`src/rtl/conv_fetch_pkg.sv`:
```
// Shared defaults, state encoding and flow-control helper for the convolution fetch scheduler.
package conv_fetch_pkg;

    localparam int CF_DATA_W    = 20;
    localparam int CF_N_KER     = 32;
    localparam int CF_KER_ROWS  = 27;
    localparam int CF_KER_AW    = 5;
    localparam int CF_IMG_WORDS = 49152;
    localparam int CF_IMG_AW    = 16;
    localparam int CF_BIAS_ROWS = 32;

    typedef enum logic [2:0] {
        S_IDLE,
        S_LOAD_BIAS,
        S_LOAD_KER,
        S_STREAM_IMG,
        S_DRAIN,
        S_DONE
    } fetch_state_e;

    // A new read may issue only if the word it returns, plus the one already in flight,
    // still fits in the skid after this cycle's pop.
    function automatic logic slot_free(input logic [1:0] space, input logic pop, input logic pend);
        return ({1'b0, space} + {2'b00, pop}) > {2'b00, pend};
    endfunction

endpackage

```
`src/rtl/fetch_skid.sv`:
```
// Two-entry skid buffer; 'space' reports free entries and acts as the upstream ready.
module fetch_skid #(
    parameter int W = 8
) (
    input  logic         clk,
    input  logic         rst_n,
    input  logic         in_vld,
    input  logic [W-1:0] in_data,
    output logic [1:0]   space,
    output logic         out_vld,
    output logic [W-1:0] out_data,
    input  logic         out_rdy
);

    logic [1:0]   count;
    logic [W-1:0] tail;
    logic         push;
    logic         pop;

    assign push    = in_vld && (count != 2'd2);
    assign pop     = out_vld && out_rdy;
    assign out_vld = (count != 2'd0);
    assign space   = 2'd2 - count;

    always_ff @(posedge clk or negedge rst_n) begin
        if (!rst_n) begin
            count    <= 2'd0;
            out_data <= '0;
            tail     <= '0;
        end else begin
            case ({push, pop})
                2'b10: begin
                    if (count == 2'd0) out_data <= in_data;
                    else               tail     <= in_data;
                    count <= count + 2'd1;
                end
                2'b01: begin
                    if (count == 2'd2) out_data <= tail;
                    count <= count - 2'd1;
                end
                2'b11: out_data <= in_data;
                default: ;
            endcase
        end
    end

endmodule

```
`src/rtl/conv_fetch_sched.sv`:
```
// Sequences bias, kernel and image BRAM reads into three valid/ready streams, one phase at a time.
//
// state        | meaning
// S_IDLE       | waiting for start, busy low
// S_LOAD_BIAS  | reading bias rows 0..BIAS_ROWS-1
// S_LOAD_KER   | reading kernel rows 0..KER_ROWS-1 across all banks
// S_STREAM_IMG | reading image words 0..IMG_WORDS-1
// S_DRAIN      | waiting for the image stream to empty
// S_DONE       | one-cycle done pulse
module conv_fetch_sched
    import conv_fetch_pkg::*;
#(
    parameter int DATA_W    = CF_DATA_W,
    parameter int N_KER     = CF_N_KER,
    parameter int KER_ROWS  = CF_KER_ROWS,
    parameter int KER_AW    = CF_KER_AW,
    parameter int IMG_WORDS = CF_IMG_WORDS,
    parameter int IMG_AW    = CF_IMG_AW,
    parameter int BIAS_ROWS = CF_BIAS_ROWS
) (
    input  logic                    clk,
    input  logic                    rst_n,
    input  logic                    start,
    output logic                    busy,
    output logic                    done,
    output logic                    ram_enable,
    output logic [KER_AW-1:0]       bias_addr,
    input  logic [DATA_W-1:0]       bias_rdata,
    output logic [KER_AW-1:0]       ker_addr,
    input  logic [N_KER*DATA_W-1:0] ker_rdata,
    output logic [IMG_AW-1:0]       img_addr,
    input  logic [DATA_W-1:0]       img_rdata,
    output logic [DATA_W-1:0]       bias_data,
    output logic [KER_AW-1:0]       bias_idx,
    output logic                    bias_vld,
    input  logic                    bias_rdy,
    output logic [N_KER*DATA_W-1:0] ker_data,
    output logic [KER_AW-1:0]       ker_row,
    output logic                    ker_vld,
    input  logic                    ker_rdy,
    output logic [DATA_W-1:0]       img_data,
    output logic                    img_vld,
    input  logic                    img_rdy
);

    localparam int KW = N_KER * DATA_W;

    fetch_state_e           state;
    logic                   bias_pend, ker_pend, img_pend;
    logic [KER_AW-1:0]      bias_pidx, ker_prow;
    logic [1:0]             bias_space, ker_space, img_space;
    logic                   bias_iss, ker_iss, img_iss;
    logic                   bias_empty, ker_empty, img_drained;
    logic [KER_AW+DATA_W-1:0] bias_q;
    logic [KER_AW+KW-1:0]     ker_q;

    assign bias_empty = !bias_vld && !bias_pend;
    assign ker_empty  = !ker_vld && !ker_pend;

    // A phase starts reading only once the previous stream has fully emptied.
    assign bias_iss = (state == S_LOAD_BIAS) && slot_free(bias_space, bias_vld && bias_rdy, bias_pend);
    assign ker_iss  = (state == S_LOAD_KER) && bias_empty
                      && slot_free(ker_space, ker_vld && ker_rdy, ker_pend);
    assign img_iss  = (state == S_STREAM_IMG) && ker_empty
                      && slot_free(img_space, img_vld && img_rdy, img_pend);
    assign ram_enable = bias_iss || ker_iss || img_iss;

    // True when the image skid will be empty after this edge, so done follows the final transfer.
    assign img_drained = !img_pend && (!img_vld || (img_space == 2'd1 && img_rdy));

    always_ff @(posedge clk or negedge rst_n) begin
        if (!rst_n) begin
            state     <= S_IDLE;
            busy      <= 1'b0;
            done      <= 1'b0;
            bias_addr <= '0;
            ker_addr  <= '0;
            img_addr  <= '0;
        end else begin
            done <= 1'b0;
            case (state)
                S_IDLE: if (start) begin
                    state <= S_LOAD_BIAS;
                    busy  <= 1'b1;
                end
                S_LOAD_BIAS: if (bias_iss) begin
                    if (bias_addr == KER_AW'(BIAS_ROWS - 1)) begin
                        bias_addr <= '0;
                        state     <= S_LOAD_KER;
                    end else begin
                        bias_addr <= bias_addr + KER_AW'(1);
                    end
                end
                S_LOAD_KER: if (ker_iss) begin
                    if (ker_addr == KER_AW'(KER_ROWS - 1)) begin
                        ker_addr <= '0;
                        state    <= S_STREAM_IMG;
                    end else begin
                        ker_addr <= ker_addr + KER_AW'(1);
                    end
                end
                S_STREAM_IMG: if (img_iss) begin
                    if (img_addr == IMG_AW'(IMG_WORDS - 1)) begin
                        img_addr <= '0;
                        state    <= S_DRAIN;
                    end else begin
                        img_addr <= img_addr + IMG_AW'(1);
                    end
                end
                S_DRAIN: if (img_drained) begin
                    state <= S_DONE;
                    done  <= 1'b1;
                end
                S_DONE: begin
                    state <= S_IDLE;
                    busy  <= 1'b0;
                end
                default: state <= S_IDLE;
            endcase
        end
    end

    // Read-data return marker: BRAM data for an issued address is pushed one edge later.
    always_ff @(posedge clk or negedge rst_n) begin
        if (!rst_n) begin
            bias_pend <= 1'b0;
            ker_pend  <= 1'b0;
            img_pend  <= 1'b0;
            bias_pidx <= '0;
            ker_prow  <= '0;
        end else begin
            bias_pend <= bias_iss;
            ker_pend  <= ker_iss;
            img_pend  <= img_iss;
            if (bias_iss) bias_pidx <= bias_addr;
            if (ker_iss)  ker_prow  <= ker_addr;
        end
    end

    fetch_skid #(.W(KER_AW + DATA_W)) u_bias_skid (
        .clk      (clk),
        .rst_n    (rst_n),
        .in_vld   (bias_pend),
        .in_data  ({bias_pidx, bias_rdata}),
        .space    (bias_space),
        .out_vld  (bias_vld),
        .out_data (bias_q),
        .out_rdy  (bias_rdy)
    );

    fetch_skid #(.W(KER_AW + KW)) u_ker_skid (
        .clk      (clk),
        .rst_n    (rst_n),
        .in_vld   (ker_pend),
        .in_data  ({ker_prow, ker_rdata}),
        .space    (ker_space),
        .out_vld  (ker_vld),
        .out_data (ker_q),
        .out_rdy  (ker_rdy)
    );

    fetch_skid #(.W(DATA_W)) u_img_skid (
        .clk      (clk),
        .rst_n    (rst_n),
        .in_vld   (img_pend),
        .in_data  (img_rdata),
        .space    (img_space),
        .out_vld  (img_vld),
        .out_data (img_data),
        .out_rdy  (img_rdy)
    );

    assign {bias_idx, bias_data} = bias_q;
    assign {ker_row, ker_data}   = ker_q;

endmodule

```
`config.mk`:
```
export PLATFORM = sky130hd
export DESIGN_NAME = conv_fetch_sched
export DESIGN_NICKNAME = d
export VERILOG_FILES = /design/src/rtl/conv_fetch_pkg.sv /design/src/rtl/fetch_skid.sv /design/src/rtl/conv_fetch_sched.sv
export SDC_FILE = /design/constraint.sdc
export NUM_CORES = 2
export LEC_CHECK = 0
export CORE_AREA = 4 4 539 541
export DETAILED_ROUTE_END_ITERATION = 8
export DIE_AREA = 0 0 543 545
export HOLD_SLACK_MARGIN = 0.08
export PLACE_DENSITY = 0.39
export SLEW_MARGIN = 15
export SYNTH_ARGS = -nofsm -noshare
export SYNTH_HDL_FRONTEND = slang
export SYNTH_SLANG_ARGS = --single-unit
```
`constraint.sdc`:
```
create_clock -name clk -period 9.2 [get_ports clk]
set_input_delay 2.76 -clock clk [delete_from_list [all_inputs] [get_ports clk]]
set_output_delay 2.76 -clock clk [all_outputs]
set_load 0.02 [all_outputs]
```
=== Yosys cells after proc, flatten, opt, wreduce, memory -nomap -nowiden ===
Cells that the tools add are included.

* Flip-flop bits (word level): 1430
* Bits of input ports: 686
* Output and inout port bits: 722

* Add/subtract/negate cells: 15
* Magnitude comparators: 3
* Equality and inequality tests: 38
* Muxes and demuxes: 28
* Bitwise gates (word level): 3
* Reduce and logical (&&, ||, !) cells: 49

{| class="wikitable"
|+ Operators with widths
! kind !! count
|-
| 645-bit case mux with 3 select lines || 1
|-
| 645-bit 2-to-1 mux || 2
|-
| 25-bit case mux with 3 select lines || 1
|-
| 20-bit case mux with 3 select lines || 1
|-
| 25-bit 2-to-1 mux || 2
|-
| 20-bit 2-to-1 mux || 2
|-
| 3-bit 2-to-1 mux || 8
|-
| 2-bit == test, second input constant || 9
|-
| 2-bit by 1-bit != test with 1-bit output, second input constant || 9
|-
| 16-bit by 1-bit adder with 16-bit output, second input constant || 1
|-
| 16-bit == test, second input constant || 1
|-
| 16-bit 2-to-1 mux || 1
|-
| 2-bit != test, second input constant || 8
|-
| 1-bit logical AND || 15
|-
| 3-bit case mux with 5 select lines || 1
|-
| 2-bit AND reduction || 7
|-
| 2-bit nonzero test || 7
|-
| 2-bit case mux with 2 select lines || 3
|-
| 5-bit by 1-bit adder with 5-bit output, second input constant || 2
|-
| 5-bit == test, second input constant || 2
|-
| 5-bit 2-to-1 mux || 2
|-
| 2-bit by 1-bit adder with 3-bit output || 3
|-
| 3-bit by 1-bit > comparator with 1-bit output || 3
|-
| 3-bit AND reduction || 3
|-
| other kinds (16) || 42
|}

=== Logic depth before layout (Yosys ltp) ===
* Word-level depth: 7
* Depth in mapped cells: 15

=== Cells and area by module ===
From an unflattened synthesis, not the netlist that was laid out.

* Cell total of the unflattened synthesis: 4002
* Area, all modules: 62073.3 µm²

{| class="wikitable"
|+ By module, submodules not included
! module !! times used !! cells an instance !! area an instance (µm²) !! seq. area each (µm²)
|-
| fetch_skid at u_ker_skid || 1 || 3462 || 55369.4 || 32331.0
|-
| conv_fetch_sched || 1 || 257 || 2422.3 || 1101.1
|-
| fetch_skid at u_bias_skid || 1 || 155 || 2357.3 || 1301.2
|-
| fetch_skid at u_img_skid || 1 || 128 || 1924.3 || 1051.0
|}

=== Least setup slack after synthesis ===
Ideal clock, no wire load.

* Path type: input port to output port
* Start point: input port bias_rdy
* End point: output port ram_enable
* Arrival time: 4.559 ns
* Required time: 6.440 ns
* Slack: 1.881 ns
* Stages: 10
* Cell sequence: nand2_1 inv_1 ha_1 inv_1 ha_1 nor3b_1 or4b_1 clkbuf_1 buf_2 nand3_1

* Longest elaborated chain between the ends: 6

{| class="wikitable"
|+ RTL lines
! item !! line !! RTL
|-
| from (decl) || conv_fetch_sched.sv:36 || <nowiki>input logic bias_rdy,</nowiki>
|-
| 1-bit logical AND || conv_fetch_sched.sv:61 || <nowiki>assign bias_iss = (state == S_LOAD_BIAS) && slot_free(bias_space, bias_vld && bias_rdy, bias_pend);</nowiki>
|-
| 2-bit by 1-bit adder with 3-bit output || conv_fetch_pkg.sv:24 || <nowiki>return ({1'b0, space} + {2'b00, pop}) > {2'b00, pend};</nowiki>
|-
| 3-bit by 1-bit > comparator with 1-bit output || conv_fetch_pkg.sv:24 ||
|-
| 1-bit logical AND || conv_fetch_sched.sv:61 ||
|-
| 1-bit logical OR (2 in series) || conv_fetch_sched.sv:66 || <nowiki>assign ram_enable = bias_iss || ker_iss || img_iss;</nowiki>
|-
| to (decl) || conv_fetch_sched.sv:26 || <nowiki>output logic ram_enable,</nowiki>
|}

No other way between the ends.

=== Worst setup path after layout ===
Ends and elaborated chain as after synthesis.

==> results.sh <==
export IMPL_relSlewSlack_pct=25.7
export IMPL_maxCapViolations=0
export IMPL_grt_pass1_vias=48223
export IMPL_crit_path_start_kind="input pin"
export IMPL_synth_flop_cell="dfrtp_1"
export IMPL_fin_setup_tns_ps=0
export IMPL_synth_avg_cell_area_um2=9.79
export IMPL_row_count=196
export IMPL_worstReg2RegStart="u_ker_skid.count[0]"
export IMPL_ant_nets=0
export IMPL_status="complete, no violations"
export IMPL_finalHoldViolations=0
export IMPL_min_period_over_period_pct=87.2
export IMPL_startpoint="bias_rdy"
export IMPL_path_clk_slew_ps=50
export IMPL_skew_ps=51.5
export IMPL_intPower_uw=17500
export IMPL_power_switching_uw=11100
export IMPL_hpwlAfterDp_um=185000
export IMPL_drt_initial_drc_count=2758
export IMPL_peakVddDrop_mv=0.180
export IMPL_async_reset_ff_share_pct=100
export IMPL_multi_input_area_um2=22300
export IMPL_core_um2=285000
export IMPL_yosysSeqAreaShare_pct=59.8
export IMPL_worstMarginPinSlew_ps=1110
export IMPL_seq_area_um2=35800
export IMPL_finish_utilization_pct=29.4
export IMPL_synthCells=6109
export IMPL_worstHoldStart="u_ker_skid.tail[559]"
export IMPL_endpoint_kind="primary output"
export IMPL_fin_crit_ps=8020
export IMPL_pwr_density_cell_nw_per_um2=341
export IMPL_finalMaxSlewViolations=0
export IMPL_rr_worst_depth=10
export IMPL_crit_path_top_delay_cell="or4b_1"
export IMPL_path_class="in -> out"
export IMPL_crit_family="simple AND/OR/NAND/NOR gates"
export IMPL_cts_root_buf="clkbuf_16"
export IMPL_worstSkewPairLatency_ps=860
export IMPL_ios=1408
export IMPL_first_pass_iters=7
export IMPL_num_vias=47750
export IMPL_cts_hold_buf=0
export IMPL_wire_per_inst_um=23.0
export IMPL_rsz0062_at_grt="false"
export IMPL_vias_per_cell=4.21
export IMPL_pwr_share_clk_pct=25.2
export IMPL_yosys_register_bits=1430
export IMPL_antenna_found_initial=154
export IMPL_n_fill_cell=29710
export IMPL_worstPathCellList="clkdlybuf4s50_1 > nand2_1 > inv_1 > ha_1 > inv_1 > ha_1 > nor3b_1 > or4b_1 > nand3_1 > buf_4"
export IMPL_place_congestion=0.795
export IMPL_cpPeakStageDelay_ps=780
export IMPL_switching_share_pct=38.9
export IMPL_seqPwrFrac_pct=33.7
export IMPL_synth_edf_count=0
export IMPL_min_to="u_ker_skid.tail[559]"
export IMPL_yosysUniqueCellTypes=55
export IMPL_setup_viol=0
export IMPL_grt_use_total_pct=17.0
export IMPL_cts_tree="done"
export IMPL_r2r_end="u_ker_skid.out_data[330]"
export IMPL_numCtsBuffers=185
export IMPL_cp_required_ps=6440
export IMPL_synth_top_area_cell="dfrtp_1"
export IMPL_reg2reg_slack_ps=4970
export IMPL_initial_core_util_pct=21.0
export IMPL_die_area_um2=296000
export IMPL_syn_num_nets=6828
export IMPL_cts_resized=0
export IMPL_route_detailed_drc=0
export IMPL_nets=8110
export IMPL_clock_sinks=1430
export IMPL_routed_wl_um=261000
export IMPL_grt_pass1_wl_um=368000
export IMPL_grt_max_degree=152
export IMPL_die_x_um=543
export IMPL_overflow=0
export IMPL_post_cts_buffers=0
export IMPL_hold_path_cell_count=2
export IMPL_critPathBufInv=4
export IMPL_p_total_uw=28600
export IMPL_synth_top_area_share_pct=59.8
export IMPL_drive_above_1_share_pct=5.58
export IMPL_die_y_um=545
export IMPL_htree_levels=4
export IMPL_fmaxAchievable_mhz=125
export IMPL_portBuffers=1407
export IMPL_hp_class="reg -> reg"
export IMPL_path_max_fanout=14
export IMPL_synth_area_top_cells="dfrtp_1 60%, nand2_1 12%, mux2i_1 12%"
export IMPL_areaGrowthSynthToFinish_pct=40.3
export IMPL_netlist_area_um2=59800
export IMPL_arrival_ps=5260
export IMPL_leakagePower_uw=0.0388
export IMPL_ys_warn_count=0
export IMPL_cts_buffer_depth=4
export IMPL_comb_power_share_pct=41.1
-- cell type report --
cell class | count | share of cell area, %
Multi-Input combinational cell | 4260 | 26.6
Sequential cell | 1430 | 42.7
Clock buffer | 282 | 6.53
Timing Repair Buffer | 1478 | 17.8
Tap cell | 3762 | 5.61
Clock inverter | 46 | 0.525
Antenna cell | 42 | 0.125
Inverter | 36 | 0.163
-- flip-flops by register name, indices dropped and copies added, names as in the netlist, 3 cells and up --
| name | count |
|---|---|
| u_ker_skid.out_data | 645 |
| ker_addr | 5 |
| state | 3 |
| ker_prow | 5 |
| img_addr | 16 |
| u_ker_skid.tail | 645 |
| u_bias_skid.tail | 25 |
| u_bias_skid.out_data | 25 |
| u_img_skid.tail | 20 |
| bias_pidx | 5 |
| bias_addr | 5 |
| u_img_skid.out_data | 20 |
-- synthesized netlist by cell type, types with 2 or more instances --
| cell type | instances |
|---|---|
| nor3_1 | 4 |
| xor2_1 | 7 |
| mux2_2 | 49 |
| o41ai_1 | 2 |
| nand3_4 | 2 |
| inv_1 | 34 |
| ha_1 | 33 |
| a21o_1 | 2 |
| nand2_2 | 2 |
| o21ai_1 | 2 |
| buf_2 | 150 |
| nand2_1 | 1976 |
| nor2_1 | 704 |
| nand4_1 | 4 |
| nor2b_1 | 4 |
| o21ai_0 | 21 |
| nor3_4 | 2 |
| o31ai_1 | 4 |
| xnor2_1 | 8 |
| mux2_1 | 2 |
| dfrtp_1 | 1430 |
| nand2b_1 | 6 |
| a21oi_1 | 697 |
| buf_1 | 14 |
| a31oi_1 | 2 |
| and3_1 | 3 |
| mux2i_1 | 690 |
| clkbuf_1 | 218 |
| or4b_1 | 2 |
| nand3_1 | 9 |
| or3_1 | 2 |
-- metal layers --
metal	global-route usage (%)	share of wire (%)
met1	21.0	41
met3	6.83	9.8
met4	4.72	2.7
met2	27.3	46
met5	0	0.22
-- worst max-delay path by stage --
stage            endpoint  slack (ps)  depth (start not counted)
6_report       ram_enable        1180                         10
5_1_grt        ram_enable        1000                         10
4_1_cts        ram_enable        1130                         10
3_5_place_dp   ram_enable        1140                         10
3_3_place_gp   ram_enable        1110                         10
2_1_floorplan  ram_enable        1880                         10
-- metrics by stage --
| step | std cells | area [um2] | hold slack [ps] | setup WS, ps |
|---|---|---|---|---|
| 2_1_floorplan | 6109 | 59800 | 427 | 1880 |
| 3_3_place_gp | 10966 | 77900 | 456 | 1110 |
| 3_5_place_dp | 10966 | 77900 | 462 | 1140 |
| 4_1_cts | 11294 | 83800 | 475 | 1130 |
| 5_1_grt | 11314 | 83800 | 484 | 1000 |
| 6_report | 11336 | 83900 | 471 | 1180 |
-- placed cells by master, fill, tap and decap left out, types with 4 or more instances in the layout --
| master | synthesis | layout |
|---|---|---|
| nand2_1 | 1976 | 1975 |
| dfrtp_1 | 1430 | 1430 |
| clkdlybuf4s50_1 | 0 | 1405 |
| nor2_1 | 704 | 702 |
| a21oi_1 | 697 | 697 |
| mux2i_1 | 690 | 690 |
| clkbuf_16 | 0 | 186 |
| clkbuf_1 | 218 | 50 |
| mux2_2 | 49 | 49 |
| clkbuf_8 | 0 | 46 |
| buf_4 | 0 | 46 |
| diode_2 | 0 | 42 |
| inv_1 | 34 | 34 |
| ha_1 | 33 | 31 |
| clkinv_2 | 1 | 30 |
| buf_12 | 0 | 26 |
| o21ai_0 | 21 | 21 |
| nand3_1 | 9 | 9 |
| xnor2_1 | 8 | 8 |
| xor2_1 | 7 | 7 |
| nand2b_1 | 6 | 6 |
| bufinv_16 | 0 | 5 |
| nor3_1 | 4 | 4 |
| o31ai_1 | 4 | 4 |
| nand4_1 | 4 | 4 |
| inv_6 | 0 | 4 |
-- kinds of logic after synthesis --
logic type	share of synthesized area, %
AO/OA/AOI/OAI	6.29
XOR/XNOR	0.220
adder cells (fa/ha/maj)	0.691
buffers and inverters	2.96
flip-flops	59.8
multiplexers	12.5
AND/OR/NAND/NOR	17.5
-- power groups by stage --
stage / Sequential [uW] / Clock [uW] / Combinational [uW]
after floorplan: 11400 / 0 / 4030
after global placement: 9700 / 0 / 11900
after detailed placement: 9740 / 0 / 11900
after CTS: 9670 / 7510 / 12000
after global routing: 9900 / 7730 / 12700
final: 9640 / 7200 / 11700
-- worst min-delay path, cell delays in order, from the launching register on --
cell     delay, ps
dfrtp_1        340
nand2_1         50
nand2_1         50
Power figures use the tool's default switching activity.
